$ cat config.mk
export PLATFORM = sky130hd
export DESIGN_NAME = vga_timing_gen
export DESIGN_NICKNAME = d
export VERILOG_FILES = /design/src/rtl/vga_timing_pkg.sv /design/src/rtl/vga_sync_delay.sv /design/src/rtl/vga_timing_gen.sv
export SDC_FILE = /design/constraint.sdc
export NUM_CORES = 1
export LEC_CHECK = 0
export CORE_AREA = 4 4 71 73
export DETAILED_ROUTE_END_ITERATION = 7
export DIE_AREA = 0 0 75 77
export PLACE_DENSITY = 0.72
export SLEW_MARGIN = 5
export SYNTH_ARGS = -nofsm -noshare
export SYNTH_HDL_FRONTEND = slang
export SYNTH_HIERARCHICAL = 1
export SYNTH_SLANG_ARGS = --single-unit
$ cat constraint.sdc
create_clock -name pxl_clk -period 4.86 [get_ports pxl_clk]
set_input_delay 0.729 -clock pxl_clk [delete_from_list [all_inputs] [get_ports pxl_clk]]
set_output_delay 0.729 -clock pxl_clk [all_outputs]
set_load 0.005 [all_outputs]
$ cat src/rtl/vga_timing_pkg.sv
`default_nettype none
// ============================================================================
// Module      : vga_timing_pkg
// Description : Raster timing constant sets and helpers shared by the
//               display timing path.
// Revision    : 1.0 - initial release
// ============================================================================
package vga_timing_pkg;

   // 640x480 @ 60 Hz (25.175 MHz pixel clock), negative syncs
   localparam int VGA_H_ACTIVE = 640;
   localparam int VGA_H_FP     = 16;
   localparam int VGA_H_SYNC   = 96;
   localparam int VGA_H_BP     = 48;
   localparam int VGA_V_ACTIVE = 480;
   localparam int VGA_V_FP     = 10;
   localparam int VGA_V_SYNC   = 2;
   localparam int VGA_V_BP     = 33;
   localparam bit VGA_HS_POL   = 1'b0;
   localparam bit VGA_VS_POL   = 1'b0;

   // 800x600 @ 60 Hz (40 MHz pixel clock), positive syncs
   localparam int SVGA_H_ACTIVE = 800;
   localparam int SVGA_H_FP     = 40;
   localparam int SVGA_H_SYNC   = 128;
   localparam int SVGA_H_BP     = 88;
   localparam int SVGA_V_ACTIVE = 600;
   localparam int SVGA_V_FP     = 1;
   localparam int SVGA_V_SYNC   = 4;
   localparam int SVGA_V_BP     = 23;
   localparam bit SVGA_HS_POL   = 1'b1;
   localparam bit SVGA_VS_POL   = 1'b1;

   // Larger of two integers; used to size the shared counter width
   function automatic int max(input int a, input int b);
      return (a > b) ? a : b;
   endfunction

endpackage
`default_nettype wire

$ cat src/rtl/vga_sync_delay.sv
`default_nettype none
// ============================================================================
// Module      : vga_sync_delay
// Description : Enable-qualified shift register that re-times sync/blank
//               flags to match the renderer pipeline. DEPTH=0 is a wire.
// Revision    : 1.0 - initial release
// ============================================================================
module vga_sync_delay #(
   parameter int               WIDTH   = 3,
   parameter int               DEPTH   = 2,
   parameter logic [WIDTH-1:0] RST_VAL = '0
) (
   input  logic             pxl_clk,
   input  logic             reset_n,
   input  logic             en,
   input  logic [WIDTH-1:0] din,
   output logic [WIDTH-1:0] dout
);

   generate
      if (DEPTH == 0) begin : g_pass
         logic unused_ctrl;
         // No pipeline to match: forward the flags unchanged
         assign unused_ctrl = &{1'b0, pxl_clk, reset_n, en};
         assign dout        = din;
      end else begin : g_shift
         logic [WIDTH-1:0] stage [DEPTH];

         // Shift one stage per enabled pixel; reset loads the idle flag values
         always_ff @(posedge pxl_clk or negedge reset_n) begin
            if (!reset_n) begin
               for (int i = 0; i < DEPTH; i++) begin
                  stage[i] <= RST_VAL;
               end
            end else if (en) begin
               stage[0] <= din;
               for (int i = 1; i < DEPTH; i++) begin
                  stage[i] <= stage[i-1];
               end
            end
         end

         assign dout = stage[DEPTH-1];
      end
   endgenerate

endmodule
`default_nettype wire

$ cat src/rtl/vga_timing_gen.sv
`default_nettype none
// ============================================================================
// Module      : vga_timing_gen
// Description : Parametrised raster timing generator: h/v counters, sync
//               pulses, active-video flag, line/frame strobes and copies of
//               the syncs/blank delayed to match the pixel pipeline.
// Revision    : 1.0 - initial release
// ============================================================================
module vga_timing_gen
   import vga_timing_pkg::*;
#(
   parameter int H_ACTIVE = VGA_H_ACTIVE,
   parameter int H_FP     = VGA_H_FP,
   parameter int H_SYNC   = VGA_H_SYNC,
   parameter int H_BP     = VGA_H_BP,
   parameter int V_ACTIVE = VGA_V_ACTIVE,
   parameter int V_FP     = VGA_V_FP,
   parameter int V_SYNC   = VGA_V_SYNC,
   parameter int V_BP     = VGA_V_BP,
   parameter bit HS_POL   = VGA_HS_POL,
   parameter bit VS_POL   = VGA_VS_POL,
   parameter int PIPE_DLY = 2,
   localparam int H_TOTAL = H_ACTIVE + H_FP + H_SYNC + H_BP,
   localparam int V_TOTAL = V_ACTIVE + V_FP + V_SYNC + V_BP,
   localparam int CW      = $clog2(max(H_TOTAL, V_TOTAL))
) (
   input  logic          pxl_clk,
   input  logic          reset_n,
   input  logic          pix_en,
   output logic [CW-1:0] hcount,
   output logic [CW-1:0] vcount,
   output logic          video_on,
   output logic          hsync,
   output logic          vsync,
   output logic          line_start,
   output logic          frame_start,
   output logic          hsync_d,
   output logic          vsync_d,
   output logic          video_on_d
);

   localparam logic [CW-1:0] H_LAST   = CW'(H_TOTAL - 1);
   localparam logic [CW-1:0] V_LAST   = CW'(V_TOTAL - 1);
   localparam logic [CW-1:0] H_ACT    = CW'(H_ACTIVE);
   localparam logic [CW-1:0] V_ACT    = CW'(V_ACTIVE);
   localparam logic [CW-1:0] HS_START = CW'(H_ACTIVE + H_FP);
   localparam logic [CW-1:0] HS_END   = CW'(H_ACTIVE + H_FP + H_SYNC - 1);
   localparam logic [CW-1:0] VS_START = CW'(V_ACTIVE + V_FP);
   localparam logic [CW-1:0] VS_END   = CW'(V_ACTIVE + V_FP + V_SYNC - 1);

   // Reject degenerate timings and over-deep pipelines at elaboration
   generate
      if (H_ACTIVE < 1 || H_FP < 1 || H_SYNC < 1 || H_BP < 1 ||
          V_ACTIVE < 1 || V_FP < 1 || V_SYNC < 1 || V_BP < 1) begin : g_bad_timing
         $fatal(1, "vga_timing_gen: every timing parameter must be >= 1");
      end
      if (PIPE_DLY < 0 || PIPE_DLY > 8) begin : g_bad_dly
         $fatal(1, "vga_timing_gen: PIPE_DLY must be in 0..8");
      end
   endgenerate

   logic          h_wrap;
   logic [CW-1:0] h_next;
   logic [CW-1:0] v_next;
   logic [2:0]    dly_out;

   // Next-state counter values; flags are decoded from these so they line up
   // with the counts presented in the same cycle
   always_comb begin
      h_wrap = (hcount == H_LAST);
      h_next = h_wrap ? '0 : hcount + 1'b1;
      v_next = vcount;
      if (h_wrap) begin
         v_next = (vcount == V_LAST) ? '0 : vcount + 1'b1;
      end
   end

   // Counter and flag registers; reset parks at the last pixel of the frame so
   // the first enabled edge lands on (0,0)
   always_ff @(posedge pxl_clk or negedge reset_n) begin
      if (!reset_n) begin
         hcount      <= H_LAST;
         vcount      <= V_LAST;
         video_on    <= 1'b0;
         hsync       <= !HS_POL;
         vsync       <= !VS_POL;
         line_start  <= 1'b0;
         frame_start <= 1'b0;
      end else if (pix_en) begin
         hcount      <= h_next;
         vcount      <= v_next;
         video_on    <= (h_next < H_ACT) && (v_next < V_ACT);
         hsync       <= ((h_next >= HS_START) && (h_next <= HS_END)) ? HS_POL : !HS_POL;
         vsync       <= ((v_next >= VS_START) && (v_next <= VS_END)) ? VS_POL : !VS_POL;
         line_start  <= (h_next == '0);
         frame_start <= (h_next == '0) && (v_next == '0);
      end
   end

   vga_sync_delay #(
      .WIDTH   (3),
      .DEPTH   (PIPE_DLY),
      .RST_VAL ({!HS_POL, !VS_POL, 1'b0})
   ) u_sync_delay (
      .pxl_clk (pxl_clk),
      .reset_n (reset_n),
      .en      (pix_en),
      .din     ({hsync, vsync, video_on}),
      .dout    (dly_out)
   );

   assign hsync_d    = dly_out[2];
   assign vsync_d    = dly_out[1];
   assign video_on_d = dly_out[0];

endmodule
`default_nettype wire

==> reports/results.ini <==
[sta]
skew_ps = 12.3
hold_slack_ps = 513
worst_slack_ps = 2150
fin_crit_sh_pct = 55.8
max-slew-margin-rel_pct = 49.6
hold_viol_final = 0
min_period_ps = 2710
slew_violations = 0
tns_ps = 0
rsz0062_at_grt = no
setup_viol = 0
max_freq_mhz = 369
max_slew.worst_pin.slew_ps = 754

[layout]
diodes = 0
drive_above_1_share_pct = 15.8
instances_no_fill = 305
area_growth_syn_to_layout_pct = 16.9
nNetsFinal = 259
fin_util_pct = 57.0

[floorplanning]
die_x_um = 75
num_rows = 24
start_util_pct = 48.8
die_h_um = 77
ioPinCount = 31
dieArea_um2 = 5780
core-area_um2 = 4350

[synth]
synth_common_cells = nand2_1 (23), dfstp_2 (16), nand3_1 (16), nor2_1 (16), dfrtp_1 (15)
syn-instance-count = 235
yosys_warnings = 6
netlist.area_leader.share_pct = 19.8
ys_seq_elements = 31
synth_seq_area_share_pct = 37.5
yosysTopAreaCell = dfstp_2
synth_most_common_cell = nand2_1
synth_nets = 242
synth_area_leaders = dfstp_2 (20%), dfrtp_1 (18%), xnor2_1 (5.4%)
syn_area_um2 = 2120
synthArstFlopShare_pct = 100
synth_edf_count = 0
synthFlopType = dfstp_2
avgSynthCellArea_um2 = 9.04
synth.distinct_cells = 53

[critical_path]
setup.worst_path.end = video_on
reg2reg_from = hcount[1]
cp_max_fo = 10
end_kind = flop
reg2reg_slack_ps = 2150
r2r-end = video_on
critical_path_class = flop to flop
critPathLaunch = hcount[1]
cp.arrival_ps = 2890
critical_path_required_ps = 5040
start_kind = flop
r2r_cells = 7

[clocking]
cts_setup_buffers = 0
clock-sinks = 31
clockBufferDepth = 2
holdBufCountCts = 0
insertion_delay_ps = 290
cts_tree = built
numCtsBuffers = 5
root_buffer = clkbuf_8
cts-resized-gates = 0
cts.reportedPaths.clkPinSlew_ps = 80
cts.htree.levels = 2

[pwr]
p_switching_uw = 272
internal_power_uw = 532
p_clk_share_pct = 26.9
p_seq_share_pct = 48.4
power.density_nw_per_um2 = 324
power.leakage_nw = 0.954
ir_drop_v = 0.000110
switching_share_pct = 33.8
p_comb_share_pct = 24.7

[drt]
firstDrtPassIters = 4
vias_per_cell = 6.00
avgRoutedWirePerCell_um = 16.1
routed_wirelength_mm = 4.91
drc_errors = 0
drt_first_iter_violations = 114
num_vias = 1831
drtAntennaViolNets = 0

[placement]
place_ws_ps = 1980
port-buffer-count = 30
dp_cells = 297
gp_congestion = 0.811
place_hpwl_mm = 3.37

[run_status]
status = completed

[min_path]
hold_path_class = flop to flop

[global_routing]
grt_antenna_before_repair = 0
grt_pass1_vias = 1707
grt_max_degree = 32
grt.total_usage_pct = 18.7
grt_overflow_total = 0
grt_first_pass_wirelength_mm = 8.43

[run]
drv_cap = 0

## logic make-up (layout without fill, tap and decap cells)
| kind of cell | Yosys count | after routing | synth area share (%) |
|---|---|---|---|
| simple gates | 98 | 98 | 26.6 |
| compound gates | 46 | 46 | 14.4 |
| flops | 31 | 31 | 37.5 |
| buf+inv | 31 | 49 | 6.89 |
| xor+xnor | 16 | 16 | 6.60 |
| mux | 9 | 9 | 5.77 |
| fa+ha+maj | 4 | 4 | 2.36 |
## sequential cells by signal (all words and copies together), names as in the netlist
name                        flops
u_sync_delay/dout               3
hsync                           1
u_sync_delay/g_shift.stage      3
hcount                         10
frame_start                     1
vcount                         10
video_on                        1
vsync                           1
line_start                      1
## critical path: stages (launching register included)
cell and delay (ps):
dfstp_2 620, ha_1 310, nand4_1 400, nor4_4 420
xnor2_1 140, nor4b_2 330, nand2_1 90, a32o_1 260
## cell usage in the layout (no fill, tap or decap), types with 2 or more instances in the layout
cell,synthesis,layout
clkdlybuf4s50_1,0,30
nand2_1,23,23
nor2_1,16,16
nand3_1,16,16
dfstp_2,16,16
dfrtp_1,15,15
xnor2_1,13,13
inv_1,9,9
nor3_1,9,9
a21oi_1,9,9
and3_1,7,7
nand4_1,7,7
o21ai_1,6,6
clkbuf_8,0,6
mux2_4,6,6
o21ai_0,4,4
o22ai_1,4,4
ha_1,4,4
nor4_4,3,3
nand2b_1,3,3
a31oi_1,3,3
xor2_1,3,3
a41oi_1,3,3
or4_1,2,2
a21o_1,2,2
o31ai_1,2,2
nor4_1,2,2
a211oi_1,2,2
o32ai_1,2,2
o211ai_1,2,2
buf_4,3,2
## how the worst min path moves through the flow
stage / from / to / slack, ps / depth (start not counted)
floorplan: reset_n / frame_start / 430 / 0
finish: u_sync_delay/dout[0] / u_sync_delay/dout[0] / 510 / 1
CTS: u_sync_delay/dout[0] / u_sync_delay/dout[0] / 520 / 1
global placement: u_sync_delay/g_shift.stage[3] / u_sync_delay/dout[0] / 500 / 1
global route: u_sync_delay/dout[0] / u_sync_delay/dout[0] / 530 / 1
detailed placement: u_sync_delay/dout[0] / u_sync_delay/dout[0] / 500 / 1
## power groups by stage
| stage | Clock, mW | Combinational, mW | Sequential [mW] |
|---|---|---|---|
| after floorplan | 0 | 0.175 | 0.333 |
| after global placement | 0 | 0.196 | 0.389 |
| after detailed placement | 0 | 0.199 | 0.391 |
| after CTS | 0.219 | 0.200 | 0.388 |
| after global routing | 0.229 | 0.218 | 0.398 |
| final | 0.216 | 0.199 | 0.389 |
## layout make-up
| cell class | instances | area (µm²) |
|---|---|---|
| Clock inverter | 1 | 5.00 |
| Sequential cell | 31 | 796 |
| Multi-Input combinational cell | 173 | 1180 |
| Clock buffer | 7 | 86.3 |
| Inverter | 9 | 33.8 |
| Tap cell | 52 | 65.1 |
| Fill cell | 402 | 1870 |
| Timing Repair Buffer | 32 | 315 |
## routing by layer
| layer | wire length [µm] | vias to the layer above | GRT usage, % | share of wire (%) |
|---|---|---|---|---|
| met4 | 74 | 0 | 6.76 | 1.5 |
| met1 | 2340 | 890 | 27.9 | 48 |
| li1 | - | 881 | - | - |
| met2 | 2230 | 54 | 26.4 | 45 |
| met3 | 269 | 6 | 3.92 | 5.5 |
| met5 | 0 | - | 0 | 0 |
## stage by stage
stage          total power, mW  instance area, µm²
4_1_cts                  0.807                2480
5_1_grt                  0.845                2480
6_report                 0.805                2480
3_3_place_gp             0.585                2390
2_1_floorplan            0.508                2120
3_5_place_dp             0.591                2390
Note: power is estimated with default switching activity, not from simulation.
